### config.mk
export PLATFORM = sky130hd
export DESIGN_NAME = uart_rx_loader
export DESIGN_NICKNAME = d
export VERILOG_FILES = /design/src/rtl/uart_rx_loader.sv
export SDC_FILE = /design/constraint.sdc
export NUM_CORES = 1
export LEC_CHECK = 0
export BUFFER_PORTS_ARGS = -buffer_cell sky130_fd_sc_hd__buf_2
export CAP_MARGIN = 20
export CORE_MARGIN = 4
export CORE_UTILIZATION = 35
export DETAILED_ROUTE_END_ITERATION = 6
export GPL_TIMING_DRIVEN = 1
export SYNTH_ARGS = -nofsm -noshare
export SYNTH_HDL_FRONTEND = slang
export SYNTH_SLANG_ARGS = --single-unit
### constraint.sdc
create_clock -name clk -period 2.15 [get_ports clk]
set_clock_uncertainty 0.1 [all_clocks]
set_input_delay 0.215 -clock clk [delete_from_list [all_inputs] [get_ports clk]]
set_output_delay 0.215 -clock clk [all_outputs]
set_load 0.02 [all_outputs]
### src/rtl/uart_rx_loader.sv
// Purpose: 8N1 serial receiver feeding the program-load byte write port, with byte count, framing error and idle-done pulse.
// Latency: rx falling edge -> START after 3 clocks; w_uart strobes at start edge + HALF + 9*CPB.
// Backpressure: none; every accepted byte is a one-cycle strobe that the write port must take.
module uart_rx_loader #(
   parameter int CLK_HZ  = 27_000_000,
   parameter int BAUD    = 115200,
   parameter int CPB     = CLK_HZ / BAUD,
   parameter int HALF    = CPB / 2,
   parameter int IDLE_TO = 2_700_000
) (
   input  logic        clk,
   input  logic        reset,
   input  logic        rx,
   output logic        w_uart,
   output logic [7:0]  dat_uart,
   output logic        frame_err,
   output logic [13:0] byte_cnt,
   output logic        rx_busy,
   output logic        load_done
);

   localparam int CW = (CPB > 1) ? $clog2(CPB) : 1;
   localparam int TW = (IDLE_TO > 1) ? $clog2(IDLE_TO) : 1;
   localparam logic [CW-1:0] C_LAST = CW'(CPB - 1);
   localparam logic [CW-1:0] C_HALF = CW'(HALF - 1);
   localparam logic [TW-1:0] T_LAST = TW'(IDLE_TO - 1);

   typedef enum logic [1:0] {
      S_IDLE  = 2'd0,
      S_START = 2'd1,
      S_DATA  = 2'd2,
      S_STOP  = 2'd3
   } state_t;

   state_t        r_state;
   logic          r_sync1;
   logic          r_rx_s;
   logic          r_rx_d;
   logic [CW-1:0] r_cnt;
   logic [2:0]    r_bit_idx;
   logic [7:0]    r_shreg;
   logic [TW-1:0] r_timer;
   logic          r_armed;
   logic          r_w_uart;
   logic [7:0]    r_dat_uart;
   logic          r_frame_err;
   logic [13:0]   r_byte_cnt;
   logic          r_load_done;
   logic          w_fall;

   // Two-flop synchronizer plus one delay flop for edge detection; all idle high so reset never fakes an edge.
   always_ff @(posedge clk or negedge reset) begin
      if (!reset) begin
         r_sync1 <= 1'b1;
         r_rx_s  <= 1'b1;
         r_rx_d  <= 1'b1;
      end else begin
         r_sync1 <= rx;
         r_rx_s  <= r_sync1;
         r_rx_d  <= r_rx_s;
      end
   end

   // Only a genuine high-to-low transition can open a frame; a line stuck low is ignored.
   assign w_fall = r_rx_d & ~r_rx_s;

   // Receive FSM, idle timer and all registered outputs.
   always_ff @(posedge clk or negedge reset) begin
      if (!reset) begin
         r_state     <= S_IDLE;
         r_cnt       <= '0;
         r_bit_idx   <= '0;
         r_shreg     <= '0;
         r_timer     <= '0;
         r_armed     <= 1'b0;
         r_w_uart    <= 1'b0;
         r_dat_uart  <= '0;
         r_frame_err <= 1'b0;
         r_byte_cnt  <= '0;
         r_load_done <= 1'b0;
      end else begin
         r_w_uart    <= 1'b0;
         r_frame_err <= 1'b0;
         r_load_done <= 1'b0;
         case (r_state)
            S_IDLE: begin
               if (w_fall) begin
                  // Leaving IDLE restarts the idle window from scratch on the next return.
                  r_state <= S_START;
                  r_cnt   <= '0;
                  r_timer <= '0;
               end else if (r_armed) begin
                  if (r_timer == T_LAST) begin
                     r_load_done <= 1'b1;
                     r_armed     <= 1'b0;
                     r_byte_cnt  <= '0;
                     r_timer     <= '0;
                  end else begin
                     r_timer <= r_timer + TW'(1);
                  end
               end
            end
            S_START: begin
               if (r_cnt == C_HALF) begin
                  r_cnt <= '0;
                  if (!r_rx_s) begin
                     r_state   <= S_DATA;
                     r_bit_idx <= '0;
                  end else begin
                     // Line already back high at mid start bit: a glitch, drop it silently.
                     r_state <= S_IDLE;
                  end
               end else begin
                  r_cnt <= r_cnt + CW'(1);
               end
            end
            S_DATA: begin
               if (r_cnt == C_LAST) begin
                  r_shreg   <= {r_rx_s, r_shreg[7:1]};
                  r_cnt     <= '0;
                  r_bit_idx <= r_bit_idx + 3'd1;
                  if (r_bit_idx == 3'd7) begin
                     r_state <= S_STOP;
                  end
               end else begin
                  r_cnt <= r_cnt + CW'(1);
               end
            end
            S_STOP: begin
               if (r_cnt == C_LAST) begin
                  r_cnt   <= '0;
                  r_state <= S_IDLE;
                  if (r_rx_s) begin
                     r_dat_uart <= r_shreg;
                     r_w_uart   <= 1'b1;
                     r_byte_cnt <= r_byte_cnt + 14'd1;
                     r_armed    <= 1'b1;
                  end else begin
                     r_frame_err <= 1'b1;
                  end
               end else begin
                  r_cnt <= r_cnt + CW'(1);
               end
            end
            default: begin
               r_state <= S_IDLE;
               r_cnt   <= '0;
            end
         endcase
      end
   end

   assign w_uart    = r_w_uart;
   assign dat_uart  = r_dat_uart;
   assign frame_err = r_frame_err;
   assign byte_cnt  = r_byte_cnt;
   assign rx_busy   = (r_state != S_IDLE);
   assign load_done = r_load_done;

endmodule
==> summary by stage <==
STA
The slew at the pin closest to its max-slew limit is 712 ps. The share of the clock period used by the worst path is 102%. The headroom to the max-slew limit is 52.5%. Across all hold checks on the routed design, the worst slack comes to 269 ps. The routed design could run at a clock period as short as 2190 ps. The max-slew violation count was 0. The final hold violation count was 0.

The minimum setup slack in the final design is -40.1 ps. The highest attainable clock frequency is 457 MHz. Setup repair after global routing could not meet its margin everywhere. The total of endpoints with negative setup slack in the final report is 4.

Setup path
Traced cell by cell, the critical path runs through or4_4 > nor4_4 > a31oi_2 > buf_6 > o31ai_2 > o21ai_1. For this design, the slowest cell found on the critical path is sky130_fd_sc_hd__or4_4. The data arrival time of the critical path is between 2000 and 2500 ps. The maximum net fanout on the critical path is 7. STA classifies the critical path startpoint as a flip-flop. For this run, the slowest stage of the critical path takes 560 ps. The worst setup path is captured at a flip-flop. The kind of critical path is reg2reg. The critical path required time is 2270 ps.

Global routing
The via count of the first global-routing pass is 2762. Entering global routing, the biggest net connects 32 pins. The initial antenna violation count is 0.

For this run the aggregate overflow at the end of global routing stands at 0. The first-pass GRT wire length is 13400 µm. Across every metal layer, demand over resource in global routing totals 13.9%.

Clocking
The clock net in this run drives a total of 72 sinks. In this run the number of H-tree levels came out at 3. The tree is rooted in a sky130_fd_sc_hd__clkbuf_8.

Counting along the longest clock path gives a buffer depth of 2. The clock latency reported for the late side of the worst-skew pair is 340 ps. Post-CTS timing repair inserted 0 buffers for setup. TritonCTS built the clock tree. The CTS clock-pin slew for the worst setup and hold paths is 80 ps. Clock tree synthesis inserted a total of 9 buffers.

Placement
At the end of routability-driven placement, the weighted congestion stood at 0.771. During placement, the flow inserted port buffers numbering 28. The estimated wirelength of the detail-placed design is approximately 5300 µm.

Final layout
The repair_antennas step left the layout with diodes totalling 0. The count of nets after finishing is 445. The total of fill cells in the finished design is 975. In the final layout, the share of cells above drive strength 1 is 24.3%. The layout overhead on the synthesized area is 21.6%. At the end of the flow the core is filled with cells to 44.2%.

Logic synthesis
The cell area after synthesis is 0.00360 mm². The share of the Yosys chip area taken by registers is 50.2%. Yosys mapped a number of flops with a built-in enable equal to 0. The cell with the most instances after synthesis is sky130_fd_sc_hd__dfrtp_1.

The synthesized design spends more area on one cell type than any other, namely sky130_fd_sc_hd__dfrtp_1. Of all flip-flops after synthesis, the portion carrying an async set or reset was 100%. In the post-synthesis netlist, the biggest area contributors are sky130_fd_sc_hd__dfrtp_1 48%, sky130_fd_sc_hd__nand2_1 6.5%, sky130_fd_sc_hd__o21ai_0 3.3%. Summed over its instances, the top area cell type makes up 48.0% of the synthesized netlist area. The post-synthesis register bit count is 72. The unique cell type count in the Yosys netlist is 47. The predominant post-synthesis flop cell is sky130_fd_sc_hd__dfrtp_1.

The average instance in the mapped netlist occupies 9.40 µm². The net count after synthesis is 393. The Yosys warning count is 0. By count the netlist is led by 69 x sky130_fd_sc_hd__dfrtp_1, 62 x sky130_fd_sc_hd__nand2_1, 28 x sky130_fd_sc_hd__nor2_1. The post-synthesis cell count is 383.

Detailed routing
The length of the first detailed-routing pass in iterations is 6. The mean number of vias per cell is 5.26. The total wire length after detailed routing is 7800 µm. The iteration-0 DRC count of the detailed router is 154. The routed via count is 3015. In this run the remaining antenna-violating nets after routing total 0. After detailed routing, the average wire length per cell comes to approximately 14 µm. The remaining design rule violation count is 0.

Die
The area of the die is roughly 0.012 mm². The core region is 0.00991 mm². After floorplanning, the core was divided into 36 placement rows.

The floorplan die height is 109 µm. The die extent in x is about 110 µm. The number of top-level pins is 29.

For this configuration, the core starts out at a cell density of 36.3%.

Worst hold path
The path category of the worst min-delay check is reg2reg.

Outcome
The final reports fail on setup timing. The run finished, with violations left.

Run
Across the run, the number of max-cap violations was 0.

Pwr
The analysis attributes to cell leakage a power of 1.98 nW. Across the VDD grid, the largest voltage drop is 0.000269 V. The ratio of total power to cell area is 633 mW/mm².
## power by group
part	switching, mW	internal [mW]	leakage, nW
Combinational	0.150	0.127	0.923
Clock	0.543	0.426	0.0822
Sequential	0.0971	1.43	0.977
Total	0.790	1.98	1.98
## timing repair
item                                   4_1_cts  5_1_grt
setup endpoints to repair                    1       26
gates cloned                                 0        1
resized for setup                            1       28
endpoints found under the hold margin       24        0
hold buffers                                 2        0
pin swaps                                    0       12
## cell usage in the layout (no fill, tap or decap), types with 7 or more instances in the layout
master                     count
sky130_fd_sc_hd__mux2_2       10
sky130_fd_sc_hd__nand4_1      12
sky130_fd_sc_hd__o21ai_0      16
sky130_fd_sc_hd__ha_1          7
sky130_fd_sc_hd__o21ai_1       7
sky130_fd_sc_hd__nand3_1      21
sky130_fd_sc_hd__nand2_1      61
sky130_fd_sc_hd__buf_2        28
sky130_fd_sc_hd__buf_4        24
sky130_fd_sc_hd__dfrtp_1      68
sky130_fd_sc_hd__inv_1        11
sky130_fd_sc_hd__nor2_1       27
sky130_fd_sc_hd__a21oi_1      20
sky130_fd_sc_hd__a31oi_1      16
sky130_fd_sc_hd__clkbuf_8      9
## final cells by class
cell class | instances | area, µm² | share of cell area [%]
clock buffer | 9 | 124 | 2.83
clock inverter | 7 | 53.8 | 1.23
inverter | 11 | 41.3 | 0.943
multi-input combinational | 281 | 1740 | 39.8
sequential | 72 | 1810 | 41.3
tap | 133 | 166 | 3.80
timing repair buffer | 60 | 443 | 10.1
## path summary, 6_finish.rpt
path                            cells past startpoint                       to                     from  slack [ps]
worst max-delay path                                6  byte_cnt[7]$_DFFE_PN0P_  r_timer[14]$_DFFE_PN0P_         -40
worst max register to register                      6  byte_cnt[7]$_DFFE_PN0P_  r_timer[14]$_DFFE_PN0P_         -40
worst min-delay path                                0         r_rx_s$_DFF_PN1_        r_sync1$_DFF_PN1_         270
worst min register to register                      0         r_rx_s$_DFF_PN1_        r_sync1$_DFF_PN1_         270
min in group asynchronous                           2  dat_uart[7]$_DFFE_PN0P_                    reset         320
max in group asynchronous                           3         r_rx_d$_DFF_PN1_                    reset         890
## critical path, delay by kind of cell (launching register included)
kind	cells	cell delay (ps)
compound gates	3	470
buf+inv	1	180
flops	1	390
simple gates	2	910
## sequential cells by signal, indices dropped and copies added (netlist names), 3 cells and up, named ones only
register	flops
dat_uart	8
r_timer	22
byte_cnt	14
r_cnt	8
r_shreg	8
r_bit_idx	3
## metrics by stage
step	std cells	setup slack [ps]	instance area (µm²)	TNS, ps	power, mW
after floorplan	383	64.8	3600	0	1.72
after global placement	554	78.1	4080	0	1.81
after detailed placement	554	5.83	4080	0	1.82
after CTS	572	0.507	4280	0	2.82
after global routing	573	-115	4380	-1960	2.93
final	573	-40.1	4380	-74.2	2.77
## cell families after synthesis
kind of cell | after synthesis | synth area share (%)
compound gates | 98 | 17.1
fa+ha+maj | 7 | 2.43
mux | 13 | 3.96
xor+xnor | 2 | 0.487
flops | 72 | 50.2
simple gates | 161 | 22.0
buf+inv | 30 | 3.89
## layer usage
metal / GRT usage, % / share of wire [%] / up-vias
li1: - / - / 1499
met1: 20.1 / 49 / 1456
met2: 21.0 / 46 / 52
met3: 1.76 / 3.4 / 8
met4: 5.88 / 1.3 / 0
met5: 0 / 0 / -
(Power assumes the default switching activity.)
